**config.mk**
```make
export PLATFORM = sky130hd
export DESIGN_NAME = kab_uart_rx
export DESIGN_NICKNAME = d
export VERILOG_FILES = /design/src/rtl/kab_uart_rx.sv
export SDC_FILE = /design/constraint.sdc
export NUM_CORES = 1
export LEC_CHECK = 0
export CORE_ASPECT_RATIO = 1.1
export CORE_MARGIN = 4
export CORE_UTILIZATION = 55
export CTS_CLUSTER_DIAMETER = 50
export DETAILED_ROUTE_END_ITERATION = 8
export PLACE_DENSITY_LB_ADDON = 0.05
export SLEW_MARGIN = 20
export SYNTH_ARGS = -nofsm -noshare
export SYNTH_HDL_FRONTEND = slang
export SYNTH_SLANG_ARGS = --single-unit
export TNS_END_PERCENT = 50
```
**constraint.sdc**
```tcl
create_clock -name Clock -period 2.91 [get_ports Clock]
set_clock_uncertainty 0.15 [all_clocks]
set_input_delay 0.582 -clock Clock [delete_from_list [all_inputs] [get_ports Clock]]
set_output_delay 0.582 -clock Clock [all_outputs]
set_load 0.01 [all_outputs]
```
**src/rtl/kab_uart_rx.sv**
```systemverilog
// kab_uart_rx: 8N1 serial receiver with a small byte FIFO, level interrupt and sticky error flags.
module kab_uart_rx #(
    parameter int CLKS_PER_BIT = 434,
    parameter int FIFO_DEPTH = 4
) (
    input  logic       Clock,
    input  logic       Reset,
    input  logic       Din,
    output logic [7:0] RxData,
    output logic       RxValid,
    input  logic       RxRead,
    output logic       RxIntReq,
    output logic       FrameErr,
    output logic       Overrun,
    input  logic       ErrClr
);
    localparam int CW = $clog2(CLKS_PER_BIT);
    localparam int AW = $clog2(FIFO_DEPTH);
    localparam logic [CW-1:0] HALF_M1 = CW'(CLKS_PER_BIT / 2 - 1);
    localparam logic [CW-1:0] LAST = CW'(CLKS_PER_BIT - 1);
    typedef enum logic [2:0] {IDLE, START, DATA, STOP, BRK} state_t;
    state_t state_q, state_d;
    logic sync1_q, sync2_q;
    logic [CW-1:0] cnt_q, cnt_d;
    logic [2:0] bit_q, bit_d;
    logic [7:0] shift_q, shift_d;
    logic [7:0] mem_q [FIFO_DEPTH];
    logic [7:0] mem_d [FIFO_DEPTH];
    logic [AW:0] wr_q, wr_d, rd_q, rd_d;
    logic frame_err_q, frame_err_d, overrun_q, overrun_d;
    logic s, push_req, frame_set, empty, full, pop, push_ok;
    assign s = sync2_q;
    always_comb begin
        state_d = state_q;
        cnt_d = cnt_q + 1'b1;
        bit_d = bit_q;
        shift_d = shift_q;
        push_req = 1'b0;
        frame_set = 1'b0;
        case (state_q)
            IDLE: if (!s) begin
                state_d = START;
                cnt_d = '0;
            end
            START: if (cnt_q == HALF_M1) begin
                state_d = s ? IDLE : DATA;
                cnt_d = '0;
                bit_d = '0;
            end
            DATA: if (cnt_q == LAST) begin
                shift_d = {s, shift_q[7:1]};
                cnt_d = '0;
                bit_d = bit_q + 1'b1;
                state_d = (bit_q == 3'd7) ? STOP : DATA;
            end
            STOP: if (cnt_q == LAST) begin
                push_req = s;
                frame_set = !s;
                state_d = s ? IDLE : BRK;
            end
            BRK: state_d = s ? IDLE : BRK;
            default: state_d = IDLE;
        endcase
    end
    // Extra pointer bit tells full from empty when the index bits match.
    always_comb begin
        empty = (wr_q == rd_q);
        full = (wr_q[AW] != rd_q[AW]) && (wr_q[AW-1:0] == rd_q[AW-1:0]);
        pop = RxRead && !empty;
        push_ok = push_req && (!full || pop);
        wr_d = push_ok ? wr_q + 1'b1 : wr_q;
        rd_d = pop ? rd_q + 1'b1 : rd_q;
        mem_d = mem_q;
        if (push_ok) mem_d[wr_q[AW-1:0]] = shift_q;
        frame_err_d = frame_set | (frame_err_q & ~ErrClr);
        overrun_d = (push_req & full & ~pop) | (overrun_q & ~ErrClr);
    end
    always_ff @(posedge Clock) begin
        if (Reset) begin
            sync1_q <= 1'b1;
            sync2_q <= 1'b1;
            state_q <= IDLE;
            cnt_q <= '0;
            bit_q <= '0;
            shift_q <= '0;
            mem_q <= '{default: '0};
            wr_q <= '0;
            rd_q <= '0;
            frame_err_q <= 1'b0;
            overrun_q <= 1'b0;
        end else begin
            sync1_q <= Din;
            sync2_q <= sync1_q;
            state_q <= state_d;
            cnt_q <= cnt_d;
            bit_q <= bit_d;
            shift_q <= shift_d;
            mem_q <= mem_d;
            wr_q <= wr_d;
            rd_q <= rd_d;
            frame_err_q <= frame_err_d;
            overrun_q <= overrun_d;
        end
    end
    assign RxData = mem_q[rd_q[AW-1:0]];
    assign RxValid = !empty;
    assign RxIntReq = !empty;
    assign FrameErr = frame_err_q;
    assign Overrun = overrun_q;
endmodule

```
# --- Word-level counts from Yosys, hierarchy flattened ---
# Cells that the tools add are included.
word_totals:
  input_bits: 5
  register_bits: 65
  output_inout_bits: 12
op_classes:
  reduce_logical: 13
  bitwise: 10
  addsub: 4
  n_eq_ne: 14
  order_cmp: 3
  n_mux: 25
ops:
  columns: ["operator", "count"]
  rows:
  - ["$bwmux 32", 1]
  - ["$mux 9", 3]
  - ["$pmux 9 s3", 1]
  - ["$mux 8", 3]
  - ["$mux 3", 7]
  - ["$bmux 8 s2", 1]
  - ["$demux 8 s2", 1]
  - ["$pmux 3 s5", 1]
  - ["$add 3x1->3 const B", 3]
  - ["$add 9x1->9 const B", 1]
  - ["$eq 9x8->1 const B", 1]
  - ["$eq 9x9->1 const B", 1]
  - ["$ne 2x2->1 const B", 4]
  - ["$eq 3x2->1 const B", 2]
  - ["$eq 3x3->1 const B", 2]
  - ["$ge 3x3->1 const B", 2]
  - ["$not 2->3", 2]
  - ["$pmux 3 s2", 1]
  - ["$mux 1", 5]
  - ["$and 1x1->1", 4]
  - ["$logic_and 1x1->1", 4]
  - ["$reduce_and 4->1", 1]
  - ["$eq 3x1->1 const B", 1]
  - ["$eq 3x3->1", 1]
  - ["other kinds (12)", 16]

# --- Logic depth before layout (Yosys ltp) ---
# Gate-level depths: netlist of run 1.
depth:
  ltp_word: 6
  depth_mapped: 8
  depth_no_buf: 6

# --- Least setup slack after synthesis of run 1 ---
# Ideal clock, no wire load.
synth_timing:
  path_type: "reg2reg"
  startpoint: "register rd_q[1]"
  endpoint: "register wr_q[2]"
  setup_time_ns: 0.123
  setup_slack_ns: 0.830
  arrival_time_ns: 1.807
  path_stages_with_launch: 8
  synth_period_minus_slack_ns: 2.080
  path_cell_list: "dfxtp_1 -> buf_6 -> xor2_2 -> or4b_4 -> buf_6 -> nand4_4 -> buf_12 -> mux2_1"
synth_via:
  elab_chain_cells: 5
synth_lines:
  columns: ["element", "line", "rtl"]
  rows:
  - ["from (decl)", "29", "logic [AW:0] wr_q, wr_d, rd_q, rd_d;"]
  - ["from (signal assigned)", "100", "rd_q <= rd_d;"]
  - ["$eq 3x3->1 / $eq 2x2->1 (equally long branches)", "67, 68", null]
  - ["$logic_not 1->1 / $logic_and 1x1->1 (equally long branches)", "69, 68", null]
  - ["$logic_and 1x1->1 / $logic_not 1->1 (equally long branches)", "69, 70", null]
  - ["$logic_or 1x1->1 (*)", "70", "push_ok = push_req && (!full || pop);"]
  - ["$logic_and 1x1->1 (*)", "70", null]
  - ["to (signal assigned)", "99", "wr_q <= wr_d;"]
  - ["to (decl)", "29", null]
# Mark *: on every way between the ends. The rest lies on a longest branch, timed or not.
# A chain may end at the register's enable or synchronous reset.

# --- Final worst setup path of run 1 ---
layout_timing:
  startpoint: "register rd_q[1]"
  endpoint: "output port RxIntReq"
layout_via:
  elab_chain_cells: 2
layout_lines:
  columns: ["element", "line", "rtl"]
  rows:
  - ["$eq 3x3->1", "67", "empty = (wr_q == rd_q);"]
  - ["$logic_not 1->1", "107", "assign RxIntReq = !empty;"]
  - ["to (decl)", "12", "output logic RxIntReq,"]
# Every way passes these cells.

==> summary.md, run 1 <==
| Metric | Value |
|---|---|
| Vias/cell | `between 5 and 6` |
| Synth area leaders | `dfxtp_1 (41%), mux2i_1 (14%), nand2b_1 (8.7%)` |
| Syn_area_per_cell | `around 11 um^2` |
| Sw Pwr | `0.348 mW` |
| Crit start category | `register` |
| Power density over the cells | `461 mW/mm^2` |
| Skew-Pair Late Insertion Delay | `320 ps` |
| Cell internal pwr | `1.27 mW` |
| Top cell type's share of synthesized area | `41.1%` |
| Via count | `2,063` |
| First-pass GRT wire length | `9530 um` |
| Critical Path, Cell by Cell | `buf_4 -> xor2_2 -> or3_2 -> clkdlybuf4s50_1` |
| Number of global-route vias before repair | `1,993` |
| Distinct cells, synth | `50` |
| Slew @ Worst Pin | `633 ps` |
| Starting Density | `57.6%` |
| Hold Crit Class | `register to register` |
| Clock network power share | `around 41%` |
| Mean routed wirelength per cell | `13.8 um` |
| Core ar. | `0.00550 mm^2` |
| Fin Setup TNS | `0 ps` |
| Port Buffer Count | `16` |
| Fin crit share | `94.9%` |
| EDFF count, synth | `0` |
| Crit path DAT | `2030 ps` |
| Status | `finished clean` |
| Grt ovf | `0` |
| Clk sinks | `65` |
| Ports | `17` |
| Synth Instances | `299` |
| Slew HR | `56.7%` |
| Syn nets | `314` |
| Sequential area share after synthesis | `41.1%` |
| Clock buffer depth | `2` |
| Antenna violation net count after detailed routing | `0` |
| Hold buffers post-CTS | `0` |
| Global-route usage over all layers | `between 10% and 20%` |
| Kind of critical path | `register to output pin` |
| Fin crit period | `2760 ps` |
| Synth area leader | `dfxtp_1` |
| Final setup viols | `0` |
| Post-CTS setup buffer count | `0` |
| Worst path top cell family by delay | `buffers and inverters` |
| Die Width | `80.4 um` |
| Sequential power share | `55.7%` |
| Cell Area, Synth | `around 0.0032 mm^2` |
| Maximum operating frequency | `362 MHz` |
| Nets@finish | `327` |
| Ys async rst share | `0%` |
| First-pass iteration count of the detailed router | `4` |
| Max incr delay on CP | `500 ps` |
| Leakage power | `1.59 nW` |
| Worst Setup End Kind | `output pin` |
| Placed wire-length estimate | `3740 um` |
| Area growth, synth to finish | `10.9%` |
| Critical path data required time | `2180 ps` |
| Combinational Power Share | `under 10%` |
| DRC Markers | `0` |
| Ys Warns | `0` |
| Antenna violations before repair | `0` |
| Worst VDD drop | `0.000249 V` |
| CTS tree | `yes` |
| Slew Limit Fails | `0` |
| Max-cap violations | `0` |
| Die footprint | `0.00704 mm^2` |
| Clock-pin slew on the worst setup and hold paths | `70 ps` |
| FF+latch count, synth | `65` |
| CTS resizes | `0` |
| DRT Wirelength | `5420 um` |
| R2r setup slk | `between 500 and 600 ps` |
| Switching part of the total power | `21.5%` |
| Final hold viol count | `0` |
| Buf+Inv Stages, Crit Path | `2` |
| CTS Buf Count | `9` |
| Die H | `87.6 um` |
| Layout cells sized above 1 | `10.7%` |
| Synth cell count leaders | `dfxtp_1 (65), mux2i_1 (44), nand2b_1 (44), nor2_1 (29)` |
| CP max FO | `9` |
| RePlAce Congestion | `between 0.7 and 0.8` |
| Root buffer cell | `clkbuf_8` |
| RSZ-0062 raised after global routing | `no` |
| CTS H-Tree Depth | `3` |
| Num rows | `28` |
| DR iter-0 viols | `90` |
| Largest net degree at the start of global routing | `49` |
| Main synth FF type | `dfxtp_1` |
| Ant diodes | `0` |
| Slowest CP cell | `clkdlybuf4s50_1` |
| Worst hold slack | `264 ps` |
| Most common cell in the netlist | `dfxtp_1` |
-- cells by family after synthesis --
kind of cell,share of synthesized area (%)
adder cells (fa/ha/maj),3.95
AO/OA/AOI/OAI,4.34
flip-flops,41.1
multiplexers,21.2
AND/OR/NAND/NOR,21.6
buffers and inverters,4.50
XOR/XNOR,3.28
-- sequential cells by signal, summed over array words and instances, names as in the netlist --
name      count
bit_q         3
FrameErr      1
wr_q          3
s             1
rd_q          3
state_q       3
mem_q        32
cnt_q         9
shift_q       8
sync1_q       1
Overrun       1
-- layer usage --
metal / wire length [um] / global-route usage, % / vias to the layer above
met3: 103 / 3.09 / 7
met1: 2690 / 23.0 / 965
met5: 0 / 0 / -
li1: - / - / 1073
met2: 2550 / 27.6 / 18
met4: 73 / 8.29 / 0
-- through the flow --
| stage | setup WS (ps) | power, mW | std cells | area (um^2) | utilization [%] |
|---|---|---|---|---|---|
| final | 150 | 1.62 | 392 | 3510 | 63.9 |
| after global routing | 67.2 | 1.69 | 392 | 3510 | 63.9 |
| after CTS | 123 | 1.64 | 392 | 3510 | 63.9 |
| after detailed placement | 394 | 0.973 | 376 | 3340 | 60.7 |
| after global placement | 422 | 0.973 | 376 | 3340 | 60.7 |
| after floorplan | 830 | 0.959 | 299 | 3170 | - |
-- worst reg2reg max path, cell delays in order, from the launching register on --
cell	delay, ps
dfxtp_1	390
ha_1	170
and4b_1	260
and2_1	480
nand4_2	520
mux2i_1	320
-- cells in the final DEF (no fill, tap or decap), types with 4 or more instances in the layout --
cell type	instances
nor2b_1	4
nand2_1	6
mux2i_1	44
nor2_1	29
mux4_1	8
nand2b_1	44
clkdlybuf4s50_1	15
xor2_1	7
inv_1	7
dfxtp_1	65
or2_2	4
nand3_1	4
clkbuf_8	11
ha_1	10
buf_4	5
-- cell type report --
cell class | count | area, um^2
inverters | 7 | 26.3
repair buffers | 21 | 193
multi-input cells | 208 | 1720
fillers | 484 | 1990
clock buffers | 13 | 159
flip-flops and latches | 65 | 1300
clock inverters | 3 | 15.0
well taps | 75 | 93.8
-- power groups by stage --
stage,sequential [mW],clock [mW],combinational (mW)
3_5_place_dp,0.923,0,0.0503
6_report,0.903,0.667,0.0498
5_1_grt,0.904,0.734,0.0569
2_1_floorplan,0.919,0,0.0398
3_3_place_gp,0.923,0,0.0501
4_1_cts,0.903,0.687,0.0505
-- path summary, 6_finish.rpt --
path,start,to,cells after the start
max,rd_q[1]$_SDFFE_PP0P_,RxIntReq,4
min,sync1_q$_SDFF_PP1_,s$_SDFF_PP1_,1
max reg2reg,cnt_q[0]$_SDFF_PP0_,mem_q[9]$_SDFFE_PP0P_,5
min reg2reg,sync1_q$_SDFF_PP1_,s$_SDFF_PP1_,1
(Power assumes the default switching activity.)
==> inputs of run 2 (changes only) <==
--- a/config.mk
+++ b/config.mk
@@ -5,9 +5,12 @@
 export SDC_FILE = /design/constraint.sdc
 export NUM_CORES = 1
 export LEC_CHECK = 0
+export CAP_MARGIN = 20
+export CELL_PAD_IN_SITES_DETAIL_PLACEMENT = 1
+export CELL_PAD_IN_SITES_GLOBAL_PLACEMENT = 1
 export CORE_ASPECT_RATIO = 1.1
 export CORE_MARGIN = 4
-export CORE_UTILIZATION = 55
+export CORE_UTILIZATION = 47
 export CTS_CLUSTER_DIAMETER = 50
 export DETAILED_ROUTE_END_ITERATION = 8
 export PLACE_DENSITY_LB_ADDON = 0.05
==> summary.md, run 2 (synthesis results as in run 1) <==
| Metric | Value |
|---|---|
| Largest Register | `mem_q (unchanged)` |
| Design area | `0.00360 mm^2 (was 0.00351 mm^2)` |
| Crit path DAT | `2040 ps (was 2030 ps)` |
| Fin Setup TNS | `0 ps (unchanged)` |
| CP startpoint | `rd_q[1]$_SDFFE_PP0P_ (unchanged)` |
| Global-route usage over all layers | `17.2% (was 17.4%)` |
| Slowest CP cell | `or3_2 (was clkdlybuf4s50_1)` |
| Most frequent cells in the layout | `dfxtp_1 (65), nand2b_1 (44), mux2i_1 (44), nor2_1 (29), clkdlybuf4s50_1 (15) (unchanged)` |
| Mean routed wirelength per cell | `15.8 um (was 13.8 um)` |
| Clk sinks | `65 (unchanged)` |
| Maximum operating frequency | `361 MHz (was 362 MHz)` |
| Fin crit period | `2770 ps (was 2760 ps)` |
| CTS tree | `yes (unchanged)` |
| RePlAce Congestion | `0.731 (was 0.788)` |
| Slew Limit Fails | `0 (unchanged)` |
| Setup ws final | `142 ps (was 150 ps)` |
| Total Power | `1.88 mW (was 1.62 mW)` |
| DR iter-0 viols | `79 (was 90)` |
| Sequential power share | `48.0% (was 55.7%)` |
| Switching part of the total power | `20.8% (was 21.5%)` |
| Clock-pin slew on the worst setup and hold paths | `70 ps (about the same)` |
| CTS resizes | `0 (unchanged)` |
| Pre-CTS setup slack | `380 ps (was 394 ps)` |
| Largest register FFs | `32 (unchanged)` |
| First-pass GRT wire length | `10,900 um (was 9530 um)` |
| Buf+Inv Stages, Crit Path | `2 (unchanged)` |
| Die footprint | `0.00812 mm^2 (was 0.00704 mm^2)` |
| Ports | `17 (unchanged)` |
| Crit Reg-Reg Startpoint | `rd_q[1]$_SDFFE_PP0P_ (was cnt_q[0]$_SDFF_PP0_)` |
| Max incr delay on CP | `500 ps (about the same)` |
| Hold buffers post-CTS | `0 (unchanged)` |
| Largest net degree at the start of global routing | `40 (was 49)` |
| Worst r2r path cells | `5 (unchanged)` |
| Crit path to | `RxValid (was RxIntReq)` |
| CTS H-Tree Depth | `3 (unchanged)` |
| Final hold viol count | `0 (unchanged)` |
| Post-DP Area | `0.00335 mm^2 (was 0.00334 mm^2)` |
| Core ar. | `0.00656 mm^2 (was 0.00550 mm^2)` |
| Ant diodes | `0 (unchanged)` |
| Antenna violations before repair | `0 (unchanged)` |
| Die H | `94.1 um (was 87.6 um)` |
| RSZ-0062 raised after global routing | `no (unchanged)` |
| Combinational Power Share | `2.8% (was 3.1%)` |
| Kind of critical path | `register to output pin (unchanged)` |
| Starting Density | `48.3% (was 57.6%)` |
| Most common cell after layout, fill and taps aside | `dfxtp_1 (unchanged)` |
| Critical path data required time | `2180 ps (about the same)` |
| Crit start category | `register (unchanged)` |
| Root buffer cell | `clkbuf_8 (unchanged)` |
| Post-CTS setup buffer count | `0 (unchanged)` |
| Critical Path, Cell by Cell | `buf_4 -> xor2_2 -> or3_2 -> clkdlybuf4s50_1 (unchanged)` |
| Max-cap violations | `0 (unchanged)` |
| Crit. path cell count | `4 (unchanged)` |
| R2r setup slk | `750 ps (was 540 ps)` |
| Final setup viols | `0 (unchanged)` |
| DRT Wirelength | `6330 um (was 5420 um)` |
| Slew HR | `55.6% (was 56.7%)` |
| Power density over the cells | `523 mW/mm^2 (was 461 mW/mm^2)` |
| Largest regs | `mem_q (32), cnt_q (9), shift_q (8) (unchanged)` |
| Clock buffer depth | `2 (unchanged)` |
| Clock network power share | `49.2% (was 41.2%)` |
| Grt ovf | `0 (unchanged)` |
| Via count | `2,141 (was 2,063)` |
| Post-Layout Cell Count | `400 (was 392)` |
| DRC Markers | `0 (unchanged)` |
| Leakage power | `1.62 nW (was 1.59 nW)` |
| Number of global-route vias before repair | `2,245 (was 1,993)` |
| Layout cells sized above 1 | `11.6% (was 10.7%)` |
| Die Width | `86.3 um (was 80.4 um)` |
| Vias/cell | `5.35 (was 5.26)` |
| Area growth, synth to finish | `13.5% (was 10.9%)` |
| Antenna violation net count after detailed routing | `0 (unchanged)` |
| CP max FO | `11 (was 9)` |
| Skew-Pair Late Insertion Delay | `340 ps (was 320 ps)` |
| Dpl cells | `384 (was 376)` |
| Nets@finish | `328 (was 327)` |
| Worst R2R End | `wr_q[2]$_SDFFE_PP0P_ (was mem_q[9]$_SDFFE_PP0P_)` |
| Fin util | `54.9% (was 63.9%)` |
| Hold Crit Class | `register to register (unchanged)` |
| CTS Buf Count | `9 (unchanged)` |
| Worst path top cell family by delay | `buffers and inverters (unchanged)` |
| Placed wire-length estimate | `4380 um (was 3740 um)` |
| Num rows | `31 (was 28)` |
| Cell internal pwr | `1.49 mW (was 1.27 mW)` |
| Worst Setup End Kind | `output pin (unchanged)` |
| Port Buffer Count | `16 (unchanged)` |
| Sw Pwr | `0.392 mW (was 0.348 mW)` |
| Worst hold slack | `266 ps (was 264 ps)` |
| Worst VDD drop | `0.000283 V (was 0.000249 V)` |
| Fin crit share | `95.1% (was 94.9%)` |
| First-pass iteration count of the detailed router | `4 (unchanged)` |
| Slew @ Worst Pin | `649 ps (was 633 ps)` |
| Status | `finished clean (unchanged)` |
## run 2: area by class of cell
class | instances | area, um^2
Inverter | 7 | 26.3
Clock buffer | 9 | 124
Clock inverter | 7 | 119
Sequential cell | 65 | 1300
Timing Repair Buffer | 22 | 200
Multi-Input combinational cell | 208 | 1720
Fill cell | 736 | 2960
Tap cell | 82 | 103
## run 2: how the worst min path moves through the flow
stage | startpoint | endpoint | slack, ps | depth (start not counted)
CTS | sync1_q$_SDFF_PP1_ | s$_SDFF_PP1_ | 270 | 1
detailed placement | sync1_q$_SDFF_PP1_ | s$_SDFF_PP1_ | 250 | 1
floorplan | sync1_q$_SDFF_PP1_ | s$_SDFF_PP1_ | 240 | 1
finish | sync1_q$_SDFF_PP1_ | s$_SDFF_PP1_ | 270 | 1
global placement | sync1_q$_SDFF_PP1_ | s$_SDFF_PP1_ | 240 | 1
global route | sync1_q$_SDFF_PP1_ | s$_SDFF_PP1_ | 300 | 1
## run 2: power by group through the flow
stage | Clock (mW) | Combinational [mW] | Sequential [mW]
4_1_cts | 0.950 | 0.0536 | 0.903
5_1_grt | 0.987 | 0.0587 | 0.904
3_5_place_dp | 0 | 0.0535 | 0.924
6_report | 0.925 | 0.0522 | 0.903
2_1_floorplan | 0 | 0.0398 | 0.919
3_3_place_gp | 0 | 0.0517 | 0.923
## run 2: layer usage
metal,global-route usage [%],share of wire [%]
met4,7.14,1.9
met2,28.3,48
met1,21.3,48
met3,4.30,2.4
met5,0,0
==> RTL edit 1: new RTL, flow settings as in run 2 <==
The parameter `FIFO_DEPTH` goes from 4 to 2.
--- a/src/rtl/kab_uart_rx.sv
+++ b/src/rtl/kab_uart_rx.sv
@@ -1,7 +1,7 @@
 // kab_uart_rx: 8N1 serial receiver with a small byte FIFO, level interrupt and sticky error flags.
 module kab_uart_rx #(
     parameter int CLKS_PER_BIT = 434,
-    parameter int FIFO_DEPTH = 4
+    parameter int FIFO_DEPTH = 2
 ) (
     input  logic       Clock,
     input  logic       Reset,
Function: same outputs for any inputs over 10 cycles, from zero or initial values and one cycle with Reset high; that may be too few to reach the edited logic, so the function may still have changed.
==> RTL edit 1 against run 2 <==
  * Maximum frequency grew 3.6%
  * Sequential cell count shrank 18
  * Setup slack gained 96 ps
  * Power shrank 42%
  * Routed wire length shrank 22%
  * Synthesized area shrank 28%
  * Design area shrank 31%
  * Critical path depth shrank 1
  * Largest cell class unchanged
  * Largest power group is now registers
  * Highest routed layer unchanged
==> RTL edit 1: results (changes against run 2) <==
outcome - finished, final reports clean (unchanged)
sequential area share after synthesis - 41.1% (about the same)
global-route total usage across every layer - 18.3% (was 17.2%)
Inserted Clock Buffers - 5 (was 9)
number of H-tree branching levels - 2 (was 3)
weighted congestion at the end of routability-driven global placement - 0.896 (was 0.731)
peak supply drop - 0.242 mV (was 0.283 mV)
number of instances in the synthesized netlist - 248 (was 299)
die width - 74.6 um (was 86.3 um)
leakage - 0.919 nW (was 1.62 nW)
Netlist cell types - 46 (was 50)
most instantiated cells after synthesis - 47 x dfxtp_1, 22 x a21oi_1, 18 x nand4_1, 18 x o21ai_0, 14 x nor2_1 (was 65 x dfxtp_1, 44 x mux2i_1, 44 x nand2b_1)
placement-stage worst setup slack - 537 ps (was 380 ps)
fill cell count - 548 (was 736)
biggest fanout along the worst timing path - 12 (was 11)
post-place instance area - 0.00240 mm^2 (was 0.00335 mm^2)
synthesized netlist net count - 258 (was 314)
largest net degree at the start of global routing - 50 (was 40)
kind of cell with the highest combined delay on the critical path - flip-flops (was buffers and inverters)
leading registers by flop count - mem_q x16, cnt_q x9, shift_q x8 (was mem_q x32, cnt_q x9, shift_q x8)
CP max stage cell - dfxtp_1 (was or3_2)
clock network area share - 3.42% (was 6.75%)
NonClk Buf Share - 7.04% (was 5.57%)
HPWL Detailed - 3430 um (was 4380 um)
top post-synthesis cells by area - dfxtp_1 41%, nand4_1 4.9%, a21oi_1 4.8%, mux2i_1 4.4%, o21ai_0 3.9% (was dfxtp_1 41%, mux2i_1 14%, nand2b_1 8.7%, mux4_1 6.6%, ha_1 3.9%)
number of clock sinks - 47 (was 65)
largest stage delay on the critical path - 690 ps (was 500 ps)
clock-pin slew reported for the worst setup and hold paths after clock tree synthesis - 90 ps (was 70 ps)
wire length of the first global-routing pass - 8670 um (was 10900 um)
multi-input combinational gate total - 172 (was 208)
==> RTL edit 1: worst reg2reg max path: stages, from the launching register on <==
cell and delay, ps:
dfxtp_1 400, ha_1 180, and4bb_1 430, and4_1 690, nand4_1 210, a21oi_1 170
==> RTL edit 1: kinds of logic after synthesis <==
kind of cell    count (synthesis)  synth area share (%)
flops                          47                  41.1
mux                            19                  8.96
buf+inv                        29                  6.94
simple gates                   81                  21.0
compound gates                 55                  14.6
xor+xnor                       12                  4.59
fa+ha+maj                       5                  2.73
==> RTL edit 1: per-layer routing <==
| layer | track usage, % | vias up | routed length (um) |
|---|---|---|---|
| li1 | - | 897 | - |
| met1 | 22.6 | 901 | 2210 |
| met2 | 31.2 | 32 | 2490 |
| met3 | 3.84 | 8 | 166 |
| met4 | 6.23 | 0 | 77 |
| met5 | 0 | - | 0 |
==> RTL edit 1: worst paths after layout <==
kind / startpoint / end / slack (ps) / cells past startpoint
min reg2reg: sync1_q / s / 270 / 1
min: sync1_q / s / 270 / 1
max: rd_q[0] / RxValid / 240 / 3
max reg2reg: cnt_q[0] / mem_q[2] / 620 / 5
==> RTL edit 1: per-stage QoR <==
step / utilization (%) / hold slack, ps
finish: 53.1 / 272
CTS: 53.1 / 276
global placement: 51.3 / 244
floorplan: - / 239
detailed placement: 51.3 / 256
global route: 53.1 / 289
==> RTL edit 1: power by group <==
part / switching, W / internal (W) / leakage [nW] / total [W]
Combinational: 0.0000278 / 0.0000176 / 0.498 / 0.0000453
Clock: 0.000213 / 0.000168 / 0.0412 / 0.000381
Sequential: 0.00000826 / 0.000648 / 0.380 / 0.000657
Total: 0.000249 / 0.000834 / 0.919 / 0.00108
==> RTL edit 2: new RTL, config.mk and constraints of run 2 <==
Made on the original files. Register the inputs `Din`, `RxRead` and `ErrClr` before use, cleared by the reset. The logic sees them one clock later.
--- a/src/rtl/kab_uart_rx.sv
+++ b/src/rtl/kab_uart_rx.sv
@@ -19,6 +19,23 @@
     localparam logic [CW-1:0] HALF_M1 = CW'(CLKS_PER_BIT / 2 - 1);
     localparam logic [CW-1:0] LAST = CW'(CLKS_PER_BIT - 1);
     typedef enum logic [2:0] {IDLE, START, DATA, STOP, BRK} state_t;
+
+    logic Din_q;
+    logic RxRead_q;
+    logic ErrClr_q;
+
+    always_ff @(posedge Clock) begin
+        if (Reset) begin
+            Din_q    <= '0;
+            RxRead_q <= '0;
+            ErrClr_q <= '0;
+        end else begin
+            Din_q    <= Din;
+            RxRead_q <= RxRead;
+            ErrClr_q <= ErrClr;
+        end
+    end
+
     state_t state_q, state_d;
     logic sync1_q, sync2_q;
     logic [CW-1:0] cnt_q, cnt_d;
@@ -66,14 +83,14 @@
     always_comb begin
         empty = (wr_q == rd_q);
         full = (wr_q[AW] != rd_q[AW]) && (wr_q[AW-1:0] == rd_q[AW-1:0]);
-        pop = RxRead && !empty;
+        pop = RxRead_q && !empty;
         push_ok = push_req && (!full || pop);
         wr_d = push_ok ? wr_q + 1'b1 : wr_q;
         rd_d = pop ? rd_q + 1'b1 : rd_q;
         mem_d = mem_q;
         if (push_ok) mem_d[wr_q[AW-1:0]] = shift_q;
-        frame_err_d = frame_set | (frame_err_q & ~ErrClr);
-        overrun_d = (push_req & full & ~pop) | (overrun_q & ~ErrClr);
+        frame_err_d = frame_set | (frame_err_q & ~ErrClr_q);
+        overrun_d = (push_req & full & ~pop) | (overrun_q & ~ErrClr_q);
     end
     always_ff @(posedge Clock) begin
         if (Reset) begin
@@ -89,7 +106,7 @@
             frame_err_q <= 1'b0;
             overrun_q <= 1'b0;
         end else begin
-            sync1_q <= Din;
+            sync1_q <= Din_q;
             sync2_q <= sync1_q;
             state_q <= state_d;
             cnt_q <= cnt_d;
Function: no difference found for any inputs over 10 cycles, from zero or initial values and one cycle with Reset high; that may be too few to reach the edited logic, so the function may still have changed.
==> RTL edit 2 against run 2 <==
  * Critical path depth fell by 1
  * Count of clock-buffer cells in the layout up 3
  * Utilization increased by 0.11 points
  * Highest routed layer unchanged
  * Synthesized cell count increased by 2.3%
  * Power is 2.7% higher
  * Routed wire length up 0.30%
  * Clock power about the same
  * First-iteration DRC count fell by 25%
  * Design area increased by 2.0%
  * Register-to-register slack worse by 260 ps
  * Setup slack gained 7.4 ps
  * Synthesized area up 2.6%
  * Largest cell class unchanged
  * Sequential cell count rose by 3
==> RTL edit 2: results (changes against run 2) <==
count of synthesis-stage warnings from yosys - 0 (unchanged)
biggest fanout along the worst timing path - 10 (was 11)
Max transition margin - 57.3% (was 55.6%)
post-place instance area - 0.00343 mm^2 (was 0.00335 mm^2)
PortBufs - 16 (unchanged)
met3 track utilization from global routing - 2.94% (was 4.30%)
leading registers by flop count - mem_q x32, cnt_q x9, shift_q x8 (unchanged)
number of cells on the worst reg-to-reg path - 5 (unchanged)
minimum setup slack among reg-to-reg paths - 490 ps (was 750 ps)
fill cell count - 733 (was 736)
sequential area share after synthesis - 41.9% (was 41.1%)
leakage - 1.65 nW (was 1.62 nW)
capture endpoint of the worst hold path - s (unchanged)
clock-pin slew reported for the worst setup and hold paths after clock tree synthesis - 80 ps
Critical Path Sink - RxData[0] (was RxValid)
via density per instance - 5.31 (was 5.35)
primary flip-flop cell chosen by synthesis mapping - dfxtp_1 (unchanged)
worst min-delay path class - register to register (unchanged)
clock latency on the worst-skew pair - 340 ps (about the same)
placement-stage worst setup slack - 463 ps (was 380 ps)
post-detailed-routing wire length - 6350 um (was 6330 um)
weighted congestion at the end of routability-driven global placement - 0.729 (was 0.731)
Final nets - 333 (was 328)
Async S/R FF share, synth - 0% (unchanged)
Netlist cell types - 49 (was 50)
global-route total usage across every layer - 16.9% (was 17.2%)
routing usage on met1 - 20.0% (was 21.3%)
top post-synthesis cells by area - dfxtp_1 42%, mux2i_1 14%, nand2b_1 8.5%, mux4_1 6.5%, ha_1 3.9% (was dfxtp_1 41%, mux2i_1 14%, nand2b_1 8.7%, mux4_1 6.6%, ha_1 3.9%)
peak supply drop - 0.262 mV (was 0.283 mV)
Adder-Cell Fraction of Synth Area - 3.85% (was 3.95%)
share of layout cells above drive strength 1 - 11.1% (was 11.6%)
startpoint of the worst-slack reg-to-reg timing path - cnt_q[0] (was rd_q[1])
largest net degree at the start of global routing - 38 (was 40)
start point of the worst min-delay path - sync1_q (unchanged)
post-synthesis xor/xnor area fraction - 3.20% (was 3.28%)
Inserted Clock Buffers - 9 (unchanged)
HPWL Detailed - 4410 um (was 4380 um)
violation count after the first detailed-route iteration - 59 (was 79)
outcome - finished, final reports clean (unchanged)
met2 GRT Util - 29.6% (was 28.3%)
Synth Area in Compound Gates - 4.24% (was 4.34%)
wire length of the first global-routing pass - 10900 um (about the same)
most instantiated cells after synthesis - 68 x dfxtp_1, 44 x mux2i_1, 44 x nand2b_1 (was 65 x dfxtp_1, 44 x mux2i_1, 44 x nand2b_1)
Critical Path AT - 2030 ps
post-synthesis mux area share - 20.7% (was 21.2%)
DRT Pass-1 Iters - 4 (unchanged)
synthesized netlist net count - 321 (was 314)
Inserted Diodes - 0 (unchanged)
Cells on Worst Hold Path - 1 (unchanged)
vias in the first global route - 2297 (was 2245)
startpoint of the most critical setup path - rd_q[1] (unchanged)
ratio of final minimum period to clock period - 94.9% (was 95.1%)
total of cells resized after clock tree synthesis - 0 (unchanged)
endpoint of the lowest-slack register-to-register path - mem_q[21] (was wr_q[2])
-- RTL edit 2: cell count changes in the layout (fill, tap and decap cells not counted) --
| cell | change |
|---|---|
| dfxtp_1 | +3 |
| bufinv_16 | -1 |
| nor2b_1 | +3 |
| clkinv_4 | -1 |
| clkinv_2 | -1 |
| clkinvlp_4 | -2 |
| inv_6 | +2 |
| buf_4 | -1 |
| clkbuf_8 | +3 |
-- RTL edit 2: critical path: stages (launching register included) --
cell	delay, ps
dfxtp_1	380
buf_4	230
mux4_1	580
clkdlybuf4s50_1	490
-- RTL edit 2: area by class of cell --
cell class | count | area, um^2 | area share (%)
Sequential cell | 68 | 1360 | 37.1
Multi-Input combinational cell | 211 | 1740 | 47.5
Tap cell | 82 | 103 | 2.80
Clock inverter | 4 | 77.6 | 2.11
Clock buffer | 12 | 165 | 4.50
Inverter | 7 | 26.3 | 0.716
Timing Repair Buffer | 21 | 193 | 5.25
-- RTL edit 2: cells by family (layout without fill, tap and decap cells) --
kind of cell,Yosys count,in the layout
xor gates and xnor gates,11,11
muxes,54,54
AOI/OAI and AO/OA,19,19
buffers and inverters,27,44
and+or+nand+nor,117,117
adders and majority gates,10,10
DFF,68,68
-- RTL edit 2: power breakdown --
part | switching (W) | total, W | internal (W)
logic | 0.0000291 | 0.0000562 | 0.0000271
registers | 0.0000109 | 0.000949 | 0.000938
clock network | 0.000367 | 0.000926 | 0.000559
-- RTL edit 2: layer usage --
metal	up-vias	wire (um)	share of wire, %
met2	23	3130	49
met5	-	0	0
met3	8	130	2.0
met1	1033	3010	47
met4	0	89	1.4
li1	1085	-	-
-- RTL edit 2: through the flow --
stage	std cells	total power, W	hold slack [ps]
detailed placement	389	0.00103	247
finish	405	0.00193	264
global placement	389	0.00103	244
CTS	405	0.00196	269
floorplan	306	0.00101	239
global route	405	0.00200	277
